[config.mk]
export PLATFORM = sky130hd
export DESIGN_NAME = soc_msp430_noc_out_arbiter
export DESIGN_NICKNAME = d
export VERILOG_FILES = /design/src/rtl/soc_msp430_noc_out_arbiter.sv
export SDC_FILE = /design/constraint.sdc
export NUM_CORES = 1
export LEC_CHECK = 0
export BUFFER_PORTS_ARGS = -buffer_cell sky130_fd_sc_hd__buf_4
export CELL_PAD_IN_SITES_DETAIL_PLACEMENT = 1
export CELL_PAD_IN_SITES_GLOBAL_PLACEMENT = 1
export CORE_UTILIZATION = 31
export CTS_CLUSTER_SIZE = 28
export DETAILED_ROUTE_END_ITERATION = 7
export GPL_TIMING_DRIVEN = 0
export PLACE_DENSITY = 0.71
export SYNTH_ARGS = -nofsm -noshare
export SYNTH_HDL_FRONTEND = slang
export SYNTH_SLANG_ARGS = --single-unit
[constraint.sdc]
create_clock -name clk -period 3.7 [get_ports clk]
set_clock_uncertainty 0.15 [all_clocks]
set_input_delay 0 -clock clk [delete_from_list [all_inputs] [get_ports clk]]
set_output_delay 0 -clock clk [all_outputs]
set_load 0.02 [all_outputs]
[src/rtl/soc_msp430_noc_out_arbiter.sv]
// soc_msp430_noc_out_arbiter: packet-level round-robin arbiter that shares
// one outbound NoC channel between PORTS local flit sources.
//
// Ports:
//   clk, rst        clock; asynchronous active-low reset
//   in_flit/last    per-requester flit and end-of-packet marker
//   in_valid/ready  per-requester handshake (ready only to the locked port)
//   out_flit/last   registered flit and end-of-packet marker to the NoC
//   out_valid/ready registered handshake toward the NoC channel
//   busy            high while a packet is being forwarded
//   grant_id        index of the current (or last) granted requester
//
// Build option: define SOC_MSP430_NOC_ARB_FIXED_PRIO_EN to pin the search
// start at port 0, so the lowest-index requester always wins.
module soc_msp430_noc_out_arbiter #(
  parameter  int FLIT_WIDTH = 32,
  parameter  int PORTS      = 2,
  localparam int IDW        = $clog2(PORTS)
) (
  input  logic                             clk,
  input  logic                             rst,
  input  logic [PORTS-1:0][FLIT_WIDTH-1:0] in_flit,
  input  logic [PORTS-1:0]                 in_last,
  input  logic [PORTS-1:0]                 in_valid,
  output logic [PORTS-1:0]                 in_ready,
  output logic [FLIT_WIDTH-1:0]            out_flit,
  output logic                             out_last,
  output logic                             out_valid,
  input  logic                             out_ready,
  output logic                             busy,
  output logic [IDW-1:0]                   grant_id
);

  localparam int IW1 = IDW + 1;

  typedef enum logic {
    IDLE,
    LOCKED
  } state_t;

  state_t         state;
  logic [IDW-1:0] rr_ptr;
  logic [IDW-1:0] win;
  logic           found;
  logic [IW1-1:0] idx;
  logic           can_load;
  logic           xfer;

  // One spare bit so rr_ptr + k never overflows before the explicit wrap;
  // subtracting PORTS keeps non-power-of-2 port counts in range.
  always_comb begin
    win   = '0;
    found = 1'b0;
    idx   = '0;
    for (int k = 0; k < PORTS; k++) begin
      idx = {1'b0, rr_ptr} + IW1'(k);
      if (idx >= IW1'(PORTS)) begin
        idx = idx - IW1'(PORTS);
      end
      if (!found && in_valid[idx[IDW-1:0]]) begin
        found = 1'b1;
        win   = idx[IDW-1:0];
      end
    end
  end

  // Ready never looks at in_valid: only at lock state and output slot.
  assign can_load = (state == LOCKED) &&
                    (!out_valid || out_ready);

  always_comb begin
    in_ready = '0;
    for (int i = 0; i < PORTS; i++) begin
      in_ready[i] = can_load && (grant_id == IDW'(i));
    end
  end

  assign xfer = can_load && in_valid[grant_id];
  assign busy = (state == LOCKED);

`ifndef SOC_MSP430_NOC_ARB_FIXED_PRIO_EN
  logic [IDW-1:0] nxt_ptr;

  assign nxt_ptr = (grant_id == IDW'(PORTS - 1)) ?
                   '0 : grant_id + 1'b1;
`endif

  always_ff @(posedge clk or negedge rst) begin
    if (!rst) begin
      state     <= IDLE;
      rr_ptr    <= '0;
      grant_id  <= '0;
      out_flit  <= '0;
      out_last  <= 1'b0;
      out_valid <= 1'b0;
    end else begin
      unique case (state)
        IDLE: begin
          if (found) begin
            grant_id <= win;
            state    <= LOCKED;
          end
        end
        LOCKED: begin
          if (xfer && in_last[grant_id]) begin
            state <= IDLE;
`ifdef SOC_MSP430_NOC_ARB_FIXED_PRIO_EN
            rr_ptr <= '0;
`else
            rr_ptr <= nxt_ptr;
`endif
          end
        end
        default: state <= IDLE;
      endcase

      // Load wins over drain, so back-to-back flits keep out_valid high.
      if (xfer) begin
        out_flit  <= in_flit[grant_id];
        out_last  <= in_last[grant_id];
        out_valid <= 1'b1;
      end else if (out_ready) begin
        out_valid <= 1'b0;
      end
    end
  end

endmodule
==> metrics.txt, run 1 <==
clk buf depth=2; final instance area=0.003620 mm²; Initial DRC Count=38; DR vias/cell=4.526; die height=80.99 µm; total CTS buffers=5; Buf/Inv on CP=3; top achievable clock speed=0.4256 GHz; crit-path cells=buf_6 > buf_2 > mux2_2 > dlygate4sd3_1 > mux2_4; CP Depth=5; worst r2r path cells=5; total power=2.777 mW; number of H-tree levels=2; RSZ-0062 raised after global routing=false; IO buf count=108; CORE AREA=0.005956 mm²; final core utilization=60.78%; worst-skew pair later-pin latency=280 ps; number of core rows=28; CP delay by family, top=buffers and inverters; Final Hold Viols=0; cell leakage power=1.765 nW; Critical Path RT=3720 ps; Ys Warns=0; minimum clock period=2349 ps; fillers=621; Area Overhead vs Synth=87.13%; critical path peak fanout=10; internal power=1.777 mW; Chip Width=80.99 µm; initial core utilization=32.48%; GP Congestion=0.7044; Final Max Slew Viols=0; setup TNS=0 ps; IO Pins=109; Net Sw Power=1.000 mW; total power per unit cell area=767.3 mW/mm²; clock power share=9.6%; Gate power share=63.5%; root buf cell=clkbuf_8; Post-Syn Area per Cell=15.47 µm²; Setup WS pre-CTS=1911 ps; first drt pass iteration count=4; R2R setup slack=1350 ps; DRC=0; Mapped Area=0.001934 mm²; # setup viols final=0; Post-CTS Resized=0; CP arrival=2370 ps; Slowest-stage cell, CP=dlygate4sd3_1; Seq cells post-synth=37; nets=381; Seq pwr share=27.0%; kind of critical path=flip-flop to flip-flop; worst slew pin tran=485.9 ps; Syn Inst Count=125; initial antenna violation count=0; Diodes inserted=0; vias=1747; grt ovf=0; peak supply drop=0.0003309 V; reg-to-reg endpoint=out_flit[10]; register area share after synthesis=47.87%; full die area=0.006559 mm²; clock-pin slew on the worst setup and hold paths=70 ps; max incr delay on CP=580 ps; post-DR wirelength/cell=16.16 µm; vias in the first global route=1935; Antenna Nets Post-Route=0; reg2reg start=grant_id; Cell Area, Placed=0.002839 mm²; first-pass GRT wire length=9673 µm; largest net degree at the start of global routing=38; run status=complete, no violations; Post-Syn Nets=196; final setup margin=1351 ps; Sw Share=36.01%; CTS sink cnt=37; crit end category=flip-flop; slew margin rel.=67.61%; layout cells sized above 1=60.45%; Max Cap Viol=0; Routed WL=6238 µm; nature of the critical path startpoint=flip-flop; synth unique cells=17; worst hold-check path type=input port to async pin; Post-CTS Setup Bufs=0; CTS tree=yes; gr usage total=19.99%; Final period util=63.50%; HPWL after DPL=3810 µm
## placed cells by master, fill, tap and decap left out, types with 2 or more instances in the layout
cell type      synthesis  routed
nand2_1                3       3
mux2_2                38      38
buf_2                  3       3
dlygate4sd3_1          0      70
clkbuf_1               0       3
nand2b_1               2       2
clkbuf_8               0       5
buf_4                  0     108
dfrtp_1               37      37
mux2_4                28      28
buf_6                  4       4
## power by group through the flow
stage	logic [mW]	registers (mW)	clock network [mW]
finish	1.76	0.749	0.265
floorplan	0.773	0.985	0
CTS	1.77	0.745	0.279
global route	1.87	0.772	0.287
detailed placement	1.57	0.750	0
global placement	1.55	0.739	0
## state kept, by name, summed over array words and instances, names as in the netlist
signal     flops
out_last       1
grant_id       1
out_valid      1
busy           1
out_flit      32
rr_ptr         1
## synthesized netlist by cell type
cell type  count  share of area [%]
nand4_1        1               0.32
nor2_1         1               0.19
mux2_2        38                 22
buf_6          4                2.3
nand3_4        1               0.91
nand2_1        3               0.58
mux2_4        28                 22
a21bo_2        1               0.52
o2bb2ai_1      1               0.45
a21oi_1        1               0.26
dfrtp_1       37                 48
and3_1         1               0.32
buf_2          3               0.78
nand2b_1       2               0.65
inv_1          1               0.19
o31a_1         1               0.45
a31oi_1        1               0.32
## how the worst max path moves through the flow
| stage | start | endpoint |
|---|---|---|
| after global placement | grant_id | out_flit[9] |
| after global routing | grant_id | out_flit[15] |
| after detailed placement | grant_id | out_flit[9] |
| final | grant_id | out_flit[10] |
| after floorplan | grant_id | out_flit[16] |
| after CTS | grant_id | out_flit[9] |
## stage by stage
| step | hold WS, ps | cells |
|---|---|---|
| floorplan | -445.6 | 125 |
| global placement | -151.8 | 308 |
| detailed placement | -149.2 | 308 |
| CTS | 88.83 | 386 |
| global route | 131.3 | 386 |
| finish | 83.44 | 386 |
## metal layers
metal  GRT usage (%)  share of wire, %
met4           5.536               1.1
met2           41.01                58
met1           20.39                37
met5               0                 0
met3           3.034               4.0
## cell type report
type	instances	area (µm²)	share of cell area, %
Clock buffer	8	80.08	2.212
Inverter	1	3.754	0.1037
Tap cell	75	93.84	2.592
Buffer	7	60.06	1.659
Sequential cell	37	925.9	25.58
Multi-Input combinational cell	80	944.7	26.10
Timing Repair Buffer	178	1511	41.76
## timing repair
action,CTS,global route
hold endpoints to repair,73,0
hold buffers,70,0
setup endpoints to repair,0,0
## cells by family after synthesis
group / after synthesis / synth area share (%)
mux: 66 / 43.85
flops: 37 / 47.87
simple gates: 9 / 2.976
buf+inv: 8 / 3.298
compound gates: 5 / 2.005
Power figures use the tool's default switching activity.
==> inputs of run 2 (changes only) <==
--- a/config.mk
+++ b/config.mk
@@ -8,11 +8,11 @@
 export BUFFER_PORTS_ARGS = -buffer_cell sky130_fd_sc_hd__buf_4
 export CELL_PAD_IN_SITES_DETAIL_PLACEMENT = 1
 export CELL_PAD_IN_SITES_GLOBAL_PLACEMENT = 1
-export CORE_UTILIZATION = 31
+export CORE_UTILIZATION = 30
 export CTS_CLUSTER_SIZE = 28
 export DETAILED_ROUTE_END_ITERATION = 7
 export GPL_TIMING_DRIVEN = 0
-export PLACE_DENSITY = 0.71
+export PLACE_DENSITY = 0.72
 export SYNTH_ARGS = -nofsm -noshare
 export SYNTH_HDL_FRONTEND = slang
 export SYNTH_SLANG_ARGS = --single-unit
==> constraint.sdc (replaced) <==
create_clock -name clk -period 2.01 [get_ports clk]
set_clock_uncertainty 0.15 [all_clocks]
set_input_delay 0 -clock clk [delete_from_list [all_inputs] [get_ports clk]]
set_output_delay 0 -clock clk [all_outputs]
set_load 0.02 [all_outputs]
==> metrics.txt, run 2 (synthesis gave the netlist of run 1 again) <==
nets=382 (+0.26%); reg-to-reg endpoint=out_flit[26]; CP delay by family, top=buffers and inverters; Seq pwr share=28.1% (+1.1 points); final setup margin=92.81 ps (-1258 ps); CORE AREA=0.006061 mm² (+1.8%); number of flip-flops in the largest register=32 (unchanged); Final Hold Viols=0 (unchanged); Area Overhead vs Synth=87.71%; post-DR wirelength/cell=16.40 µm (+1.5%); Slowest-stage cell, CP=dlygate4sd3_1; top achievable clock speed=0.5216 GHz (+23%); max incr delay on CP=560 ps (-20 ps); initial antenna violation count=1 (+1); layout cells sized above 1=60.90% (+0.45 points); clock power share=10.1% (+0.5 points); R2R setup slack=90 ps (-1260 ps); number of H-tree levels=2 (unchanged); IO buf count=108 (unchanged); setup TNS=0 ps (unchanged); Initial DRC Count=24 (-37%); Critical Path RT=2030 ps (-1690 ps); # setup viols final=0 (unchanged); peak supply drop=0.0006867 V (+110%); worst slew pin tran=475.8 ps (-10.04 ps); GP Congestion=0.6941 (-1.5%); Gate power share=61.8% (-1.7 points); Max Cap Viol=0 (unchanged); Sw Share=36.63% (+0.62 points); cell leakage power=1.769 nW (+0.22%); full die area=0.006773 mm² (+3.3%); Setup WS pre-CTS=224.8 ps (-1686 ps); area of the multi-input gates=944.7 µm² (unchanged); worst r2r path cells=4 (-1); critical path peak fanout=10 (unchanged); final core utilization=59.91% (-0.87 points); Chip Width=82.30 µm (+1.6%); largest net degree at the start of global routing=38 (unchanged); Critical Path Most Common Cell=mux2_2; die height=82.30 µm (+1.6%); number of core rows=28 (unchanged); register area=927.1 µm² (+0.14%); crit-path cells=buf_6 > mux2_2 > dlygate4sd3_1 > mux2_2; reg2reg start=grant_id; clock-pin slew on the worst setup and hold paths=70 ps (about the same); Antenna Nets Post-Route=0 (unchanged); nature of the critical path startpoint=flip-flop; internal power=3.104 mW (+75%); HPWL after DPL=3483 µm (-8.6%); gr usage total=19.96% (-0.028 points); kind of critical path=flip-flop to flip-flop; slew margin rel.=68.28% (+0.67 points); run status=complete, no violations; worst hold-check path type=input port to async pin; Net Sw Power=1.794 mW (+79%); Final Max Slew Viols=0 (unchanged); CP arrival=1940 ps (-430 ps); DRC=0 (unchanged); fillers=599 (-3.5%); IO Pins=109 (unchanged); largest register by flop count=out_flit; minimum clock period=1917 ps (-432.3 ps); vias=1733 (-0.80%); clk buf depth=2 (unchanged); grt ovf=0 (unchanged); RSZ-0062 raised after global routing=false; root buf cell=clkbuf_8; total power per unit cell area=1349 mW/mm² (+76%); most frequent cells in the layout=109 x buf_4, 70 x dlygate4sd3_1, 38 x mux2_2; vias in the first global route=2007 (+3.7%); first-pass GRT wire length=9804 µm (+1.4%); Buf/Inv on CP=2 (-1); commonest non-fill, non-tap cell in the layout=buf_4; Routed WL=6364 µm (+2.0%); Placed Cells=308 (unchanged); crit end category=flip-flop; initial core utilization=31.92% (-0.56 points); worst-skew pair later-pin latency=280 ps (about the same); DR vias/cell=4.466 (-1.3%); fin cells=388 (+0.52%); first drt pass iteration count=3 (-1); CTS sink cnt=37 (unchanged); total CTS buffers=5 (unchanged); Final period util=95.38% (+32 points); total power=4.898 mW (+76%); CTS tree=yes
run 2: stage by stage:
step                      hold slack, ps  instance area (µm²)
after floorplan                   -445.6                 1934
after global routing               115.7                 3631
after detailed placement          -150.7                 2839
after global placement            -149.5                 2839
final                              76.94                 3631
after CTS                          89.27                 3620
run 2: power groups by stage:
| stage | Clock, mW | Combinational [mW] | Sequential [mW] |
|---|---|---|---|
| 2_1_floorplan | 0 | 1.42 | 1.81 |
| 6_report | 0.493 | 3.03 | 1.38 |
| 5_1_grt | 0.540 | 3.22 | 1.43 |
| 3_3_place_gp | 0 | 2.84 | 1.36 |
| 4_1_cts | 0.510 | 3.02 | 1.38 |
| 3_5_place_dp | 0 | 2.87 | 1.38 |
run 2: what timing repair did:
action,CTS,global route
gates resized for setup,0,1
setup buffers,0,1
endpoints found under the hold margin,73,0
endpoints found under the setup margin,0,3
hold buffers,70,0
run 2: worst max-delay path by stage:
stage          startpoint            to  depth (start not counted)
6_report         grant_id  out_flit[26]                          4
3_3_place_gp     grant_id   out_flit[8]                          4
2_1_floorplan    grant_id  out_flit[16]                          4
3_5_place_dp     grant_id  out_flit[16]                          4
4_1_cts          grant_id  out_flit[23]                          4
5_1_grt          grant_id  out_flit[26]                          4
run 2: area by class of cell:
class / count / area share, %
antenna: 1 / 0.06892
buffer: 7 / 1.654
timing repair buffer: 179 / 41.83
multi-input combinational: 80 / 26.02
inverter: 1 / 0.1034
sequential: 37 / 25.53
tap: 75 / 2.584
clock buffer: 8 / 2.205
run 2: metal layers:
metal	share of wire, %	global-route usage (%)	wire length [µm]
met4	1.4	5.439	87
met3	4.1	3.626	263
met1	36	20.30	2300
met5	0	0	0
met2	58	40.66	3714
